**config.mk**
```make
export PLATFORM = sky130hd
export DESIGN_NAME = button_debounce_array
export DESIGN_NICKNAME = d
export VERILOG_FILES = /design/src/rtl/button_debounce_array.sv
export SDC_FILE = /design/constraint.sdc
export NUM_CORES = 1
export LEC_CHECK = 0
export CORE_UTILIZATION = 30
export DETAILED_ROUTE_END_ITERATION = 10
export GPL_ROUTABILITY_DRIVEN = 0
export HOLD_SLACK_MARGIN = 0.03
export PLACE_DENSITY = 0.56
export REMOVE_ABC_BUFFERS = 1
export SLEW_MARGIN = 25
export SYNTH_ARGS = -nofsm -noshare
export SYNTH_HDL_FRONTEND = slang
export SYNTH_SLANG_ARGS = --single-unit
```
**constraint.sdc**
```tcl
create_clock -name clk -period 2.45 [get_ports clk]
set_input_delay 0.49 -clock clk [delete_from_list [all_inputs] [get_ports clk]]
set_output_delay 0.49 -clock clk [all_outputs]
set_load 0.03 [all_outputs]
```
**src/rtl/button_debounce_array.sv**
```systemverilog
// button_debounce_array: per-channel 2-flop sync + stability-counter debounce with press/release pulses.
// Define BUTTON_LONG_PRESS_EN to build the per-channel long-press hold counters.
module button_debounce_array #(
    parameter int CHANNELS      = 4,
    parameter int STABLE_CYCLES = 250000,
    parameter int LONG_CYCLES   = 25000000
) (
    input  logic                clk,
    input  logic                rst,
    input  logic [CHANNELS-1:0] button,
    output logic [CHANNELS-1:0] level,
    output logic [CHANNELS-1:0] press,
    output logic [CHANNELS-1:0] release_pulse,
    output logic [CHANNELS-1:0] long_press
);
    localparam int CW = $clog2(STABLE_CYCLES);
    localparam logic [CW-1:0] CNT_LAST = CW'(STABLE_CYCLES - 1);
    typedef enum logic [1:0] {LOW, RISE, HIGH, FALL} state_e;

    if (CHANNELS < 1 || CHANNELS > 32 || STABLE_CYCLES < 2 || LONG_CYCLES < 2) begin : g_bad_params
        $error("button_debounce_array: parameter out of range");
    end

    logic [CHANNELS-1:0] sync1_q, sync2_q;

    always_ff @(posedge clk or negedge rst) begin
        if (!rst) begin
            sync1_q <= '0;
            sync2_q <= '0;
        end else begin
            sync1_q <= button;
            sync2_q <= sync1_q;
        end
    end

    for (genvar c = 0; c < CHANNELS; c++) begin : g_ch
        state_e        state_q, state_d;
        logic [CW-1:0] cnt_q, cnt_d;
        logic          press_q, press_d, rel_q, rel_d;
        logic          s;
        assign s = sync2_q[c];

        always_comb begin
            state_d = state_q;
            cnt_d   = cnt_q;
            press_d = 1'b0;
            rel_d   = 1'b0;
            case (state_q)
                LOW: if (s) begin
                    state_d = RISE;
                    cnt_d   = CW'(1);
                end
                RISE: if (!s) begin
                    state_d = LOW;
                    cnt_d   = '0;
                end else if (cnt_q == CNT_LAST) begin
                    state_d = HIGH;
                    cnt_d   = '0;
                    press_d = 1'b1;
                end else cnt_d = cnt_q + CW'(1);
                HIGH: if (!s) begin
                    state_d = FALL;
                    cnt_d   = CW'(1);
                end
                default: if (s) begin
                    state_d = HIGH;
                    cnt_d   = '0;
                end else if (cnt_q == CNT_LAST) begin
                    state_d = LOW;
                    cnt_d   = '0;
                    rel_d   = 1'b1;
                end else cnt_d = cnt_q + CW'(1);
            endcase
        end

        always_ff @(posedge clk or negedge rst) begin
            if (!rst) begin
                state_q <= LOW;
                cnt_q   <= '0;
                press_q <= 1'b0;
                rel_q   <= 1'b0;
            end else begin
                state_q <= state_d;
                cnt_q   <= cnt_d;
                press_q <= press_d;
                rel_q   <= rel_d;
            end
        end

        assign level[c]         = (state_q == HIGH) || (state_q == FALL);
        assign press[c]         = press_q;
        assign release_pulse[c] = rel_q;

`ifdef BUTTON_LONG_PRESS_EN
        localparam int HW = $clog2(LONG_CYCLES + 1);
        localparam logic [HW-1:0] HOLD_LAST = HW'(LONG_CYCLES - 1);
        logic [HW-1:0] hold_q, hold_d;
        logic          long_q, long_d;

        // The counter parks at LONG_CYCLES so the pulse fires once per press; release wins over long-press.
        always_comb begin
            hold_d = hold_q;
            long_d = 1'b0;
            if (state_q == RISE && state_d == HIGH) hold_d = '0;
            else if ((state_q == HIGH || state_q == FALL) && state_d != LOW) begin
                if (hold_q < HOLD_LAST) hold_d = hold_q + HW'(1);
                else if (hold_q == HOLD_LAST) begin
                    hold_d = HW'(LONG_CYCLES);
                    long_d = 1'b1;
                end
            end
        end

        always_ff @(posedge clk or negedge rst) begin
            if (!rst) begin
                hold_q <= '0;
                long_q <= 1'b0;
            end else begin
                hold_q <= hold_d;
                long_q <= long_d;
            end
        end

        assign long_press[c] = long_q;
`else
        assign long_press[c] = 1'b0;
`endif
    end
endmodule

```
### Yosys cells after proc, flatten, opt, wreduce, memory -nomap -nowiden

Index checks and enable logic that the tools add are counted.

* flip-flop bits (word level): 96
* output and inout bits: 16
* word-level logic and storage cells: 146
* bits of input ports: 6

* muxes and demuxes: 72
* equality and inequality tests: 28
* add/sub/neg operators: 4
* reductions and logical operators: 24

Operator list (count)
* $mux W18: 20
* $pmux W18 S3: 4
* $add A18 B1 Y18 const B: 4
* $eq A18 B18 Y1 const B: 4
* $mux W2: 24
* $pmux W2 S3: 4
* $mux W1: 20
* $eq A2 B2 Y1 const B: 8
* $ne A2 B2 Y1 const B: 8
* $reduce_and A4 Y1: 4
* $reduce_bool A4 Y1: 4
* $ne A3 B3 Y1 const B: 4
* $reduce_or A3 Y1: 4
* $eq A2 B1 Y1 const B: 4
* $logic_not A2 Y1: 4
* $reduce_and A2 Y1: 4
* $logic_or A1 B1 Y1: 4

### Logic depth before layout (Yosys ltp)

* depth in word-level cells: 4
* depth in mapped cells: 9
* mapped depth without buffers: 7

### Least setup slack after synthesis

OpenSTA, ideal clock, no wires.

* path type: reg-to-reg
* start point: register g_ch[3].state_q[0]
* end point: register g_ch[3].cnt_q[10]
* cell stages (with the launch flop): 8
* required time: 2.331 ns
* clock period less this slack: 1.949 ns
* arrival: 1.830 ns
* slack: 0.501 ns
* setup time: 0.119 ns
* buffers on the path: 0
* path through: dfrtp_1 inv_1 ha_1 mux2_4 or4_4 nor2_2 xnor2_1 nor2_2

* word-level cells in the longest chain between the ends: 3
* elaborated cells on any way between the ends: 7
* those cells by class: 4 x eq/ne; 1 x mux; 2 x reduce/logical

Ends and longest elaborated chain
* from (decl): line 37 `state_e state_q, state_d;`
* from (signal assigned): line 83 `state_q <= state_d;`
* $eq A2 B2 Y1 / $logic_not A2 Y1 (equally long branches): line 48 `case (state_q)`
* $ne A2 B2 Y1 (no source line)
* $reduce_and A2 Y1 (no source line)
* to (signal assigned): line 84 `cnt_q <= cnt_d;`
* to (decl): line 38 `logic [CW-1:0] cnt_q, cnt_d;`

Parallel ways exist; a longest one is shown, timed or not.
A chain may end at the register's enable or synchronous reset.

### Worst setup path in the final report

* start point: register g_ch[3].state_q[0]
* end point: output level[3]

* word-level cells in the longest chain between the ends: 2
* elaborated cells on any way between the ends: 3
* those cells by class: 2 x eq/ne; 1 x reduce/logical

Ends and longest elaborated chain
* $eq A2 B2 Y1: line 90 `assign level[c] = (state_q == HIGH) || (state_q == FALL);`
* $logic_or A1 B1 Y1 *: line 90
* to (decl): line 11 `output logic [CHANNELS-1:0] level,`

Mark *: on every way between the ends. The rest lies on a longest branch, timed or not.

==> metrics.md <==
| Metric | Value |
|---|---|
| Initial antenna violation count | `0` |
| Nets | `613` |
| Yosys reg bits | `96` |
| Die footprint | `~0.019 sq mm` |
| Avg Vias per Cell | `approximately 5.0` |
| Actual slew at the worst max-slew pin | `between 0.5 and 0.6 ns` |
| Pin count of the biggest net entering global routing | `41` |
| Lkg Pwr | `approximately 2.5 nW` |
| Critical Path RT | `between 1.5 and 2 ns` |
| Warning count from the yosys run | `0` |
| Later-pin clock latency in the skew report | `0.35 ns` |
| Post-CTS Setup Bufs | `0` |
| CTS Buffer Depth | `2` |
| H-tree depth | `3` |
| Synth Instances | `571` |
| Site row count | `48` |
| CP Launch Type | `register` |
| First DRT Iteration DRCs | `~250` |
| Clock Pin Slew Worst Setup and Hold Paths | `roughly 0.07 ns` |
| Die Y | `between 100 and 150 um` |
| Tot GR Track Use | `approximately an eighth` |
| Final wirelength | `about 11,000 um` |
| Antenna violation net count after detailed routing | `0` |
| Synth Cell Area | `roughly 0.0054 sq mm` |
| Synth area leaders | `dfrtp_1 (44%), nor2_1 (5.6%), ha_1 (5.3%)` |
| Max Cap Violations | `0` |
| Worst vdd ir | `0.356 mV` |
| Sequential cell area | `0.00240 sq mm` |
| Critical-path cell list | `inv_1 > ha_1 > or2_2 > dlygate4sd2_1` |
| Slowest-stage cell, CP | `dfrtp_1` |
| Worst Path Arrival | `between 1.5 and 2 ns` |
| Post-DP HPWL | `roughly 7300 um` |
| Ys async rst share | `between 90% and 100%` |
| Clk root buf | `clkbuf_16` |
| Post-CTS sizing | `4` |
| Die W | `around 140 um` |
| Setup CP Type | `reg2out` |
| Rel. slew slack | `64.4%` |
| Core Region | `roughly 0.017 sq mm` |
| Period Utilization, post-route | `95.0%` |
| CTS tree | `done` |
| Finished Layout Cells | `slightly above 800` |
| Total Neg Setup Slack | `0 ns` |
| Synth top area share | `between 40 and 50%` |
| Via count | `4,080` |
| Layout area overhead | `12.2%` |
| Crit. End Element | `output port` |
| Share of cells above drive strength 1 | `just over 8%` |
| Synth cell types | `61` |
| Status | `complete, no violations` |
| RSZ-0062 raised after global routing | `false` |
| Multi-input gate area | `0.00282 sq mm` |
| Number of global-route vias before repair | `between 3,000 and 4,000` |
| I/O Buffers | `17` |
| Final setup viols | `0` |
| CTS Buf Count | `9` |
| Critical Path Fanout Max | `7` |
| Worst setup margin | `around 0.12 ns` |
| Synthesized area per cell | `9.51 sq um` |
| Max Transition Viols Final | `0` |
| Synth area leader | `dfrtp_1` |
| Buf/Inv on CP | `2` |
| Max Fclk | `between 400 and 500 MHz` |
| Num Clock Sinks | `between 90 and 100` |
| ANT cells | `0` |
| Placed insts | `about 800` |
| Worst clock skew | `around 0.012 ns` |
| Reg-to-reg setup timing slack | `about 0.29 ns` |
| Most used flip-flop cell after synthesis | `dfrtp_1` |
| DRC violations left | `0` |
| Power consumption | `between 5 and 6 mW` |
| Hold buffers post-CTS | `0` |
| PD cells | `approximately 870 mW/mm^2` |
| Seq/Total Area, Yosys | `between 40% and 50%` |
| First-pass GRT wire length | `~19,000 um` |
| Boundary Pins | `22` |
| WL/cell | `13.0 um` |
| Max incr delay on CP | `roughly 0.45 ns` |
| Worst Hold Class | `in2async` |
| Number of detailed-route iterations in the first pass | `5` |
| Post-synth EDFFs | `0` |
| Fin crit period | `~2.3 ns` |
| Cell family with most CP delay | `buffers and inverters` |
| Filler instances | `~1,700` |
| DP Worst Slack | `between 0.2 and 0.3 ns` |
| GRT Residual Overflow | `0` |
| Starting Density | `between 30% and 40%` |
| Final Hold Fails | `0` |
-- cell type report --
class | instances | share of cell area, %
timing repair buffer | 22 | 3.49
clock inverter | 6 | 1.27
tap | 225 | 4.62
sequential | 96 | 39.4
inverter | 18 | 1.11
multi-input combinational | 437 | 46.3
clock buffer | 10 | 3.76
-- per-layer routing --
metal	vias up	track usage [%]	wire length [um]
met5	-	0	0
met4	0	5.80	163
met3	12	2.67	398
met2	79	19.9	5070
met1	1953	16.3	4920
li1	2036	-	-
-- cell usage after synthesis, types with 2 or more instances --
cell type and instances:
dfrtp_1 96, nor2_1 81, nand2_1 56, nand3_1 47
xor2_1 27, ha_1 23, o21ai_0 19, inv_1 18
nand4_1 18, nor3_1 15, xnor2_1 15, buf_4 14
and3_1 12, a21oi_1 10, mux2_2 9, o31ai_1 9
nor4b_1 8, mux2i_1 6, o311ai_0 6, and4_1 5
or2_2 5, a22o_1 4, buf_2 4, clkbuf_1 4
nor4_1 4, nor4_4 4, and2_1 3, o2bb2ai_1 3
a211o_1 2, a21o_1 2, a32o_1 2, and3b_1 2
nand2b_1 2, nand3b_1 2, nor2_2 2, nor2b_1 2
nor3b_1 2, nor4bb_1 2, o21a_1 2, o22a_1 2
o22ai_1 2
-- placed cells by master (no fill, tap or decap), types with 3 or more instances in the layout --
cell type / synthesis / final
a21oi_1: 10 / 10
a22o_1: 4 / 4
and2_1: 3 / 3
and3_1: 12 / 12
and4_1: 5 / 5
buf_4: 14 / 5
clkbuf_16: 0 / 9
clkdlybuf4s50_1: 0 / 12
conb_1: 1 / 4
dfrtp_1: 96 / 96
dlygate4sd2_1: 0 / 4
ha_1: 23 / 23
inv_1: 18 / 18
mux2_2: 9 / 9
mux2i_1: 6 / 6
nand2_1: 56 / 56
nand3_1: 47 / 47
nand4_1: 18 / 18
nor2_1: 81 / 81
nor3_1: 15 / 15
nor4_1: 4 / 4
nor4_4: 4 / 4
nor4b_1: 8 / 8
o21ai_0: 19 / 19
o2bb2ai_1: 3 / 3
o311ai_0: 6 / 6
o31ai_1: 9 / 9
or2_2: 5 / 5
xnor2_1: 15 / 15
xor2_1: 27 / 27
-- sequential cells by signal (all words and copies together) (netlist names), named ones only --
| signal | cells |
|---|---|
| g_ch.rel_q | 4 |
| sync2_q | 4 |
| g_ch.cnt_q | 72 |
| g_ch.press_q | 4 |
| g_ch.state_q | 4 |
| sync1_q | 4 |
-- worst reg2reg max path, delay by kind of cell (launching register included) --
kind	cells	cell delay, ns
adder cells (fa/ha/maj)	1	0.27
flip-flops	1	0.44
AND/OR/NAND/NOR	3	0.64
multiplexers	1	0.44
XOR/XNOR	1	0.17
buffers and inverters	1	0.09
-- power breakdown --
group / switching (mW) / internal [mW] / total [mW] / leakage, nW
Sequential: 0.182 / 1.73 / 1.91 / 1.30
Combinational: 1.20 / 0.727 / 1.93 / 1.07
Clock: 0.644 / 0.810 / 1.45 / 0.147
Total: 2.03 / 3.26 / 5.29 / 2.52
-- path summary, 6_finish.rpt --
kind	end	cells after the start	from
setup / recovery	level[3]	4	g_ch[3].state_q[0]$_DFFE_PN0P_
hold / removal	sync2_q[1]$_DFF_PN0_	1	rst
setup reg to reg	g_ch[1].cnt_q[14]$_DFFE_PN0P_	7	g_ch[1].state_q[0]$_DFFE_PN0P_
hold reg to reg	sync2_q[2]$_DFF_PN0_	0	sync1_q[2]$_DFF_PN0_
max in group asynchronous	g_ch[3].rel_q$_DFF_PN0_	2	rst
min in group clk	sync2_q[2]$_DFF_PN0_	0	sync1_q[2]$_DFF_PN0_
-- cells by family (layout without fill, tap and decap cells) --
family	count (synthesis)	in the layout	share of synthesized area [%]
xor+xnor	42	42	6.78
fa+ha+maj	23	23	5.30
buf+inv	41	56	4.03
simple gates	278	278	26.4
mux	17	17	3.66
other cells	1	4	0.0691
compound gates	73	73	9.47
flops	96	96	44.2
-- stage by stage --
step	hold WS [ns]	util, %	cell area, sq um
6_report	0.101	34.8	6090
5_1_grt	0.142	34.8	6090
4_1_cts	0.124	34.8	6090
3_5_place_dp	0.336	33.1	5790
3_3_place_gp	0.332	33.1	5790
2_1_floorplan	0.194	-	5290
No activity file was read; power rests on OpenSTA's default activity.
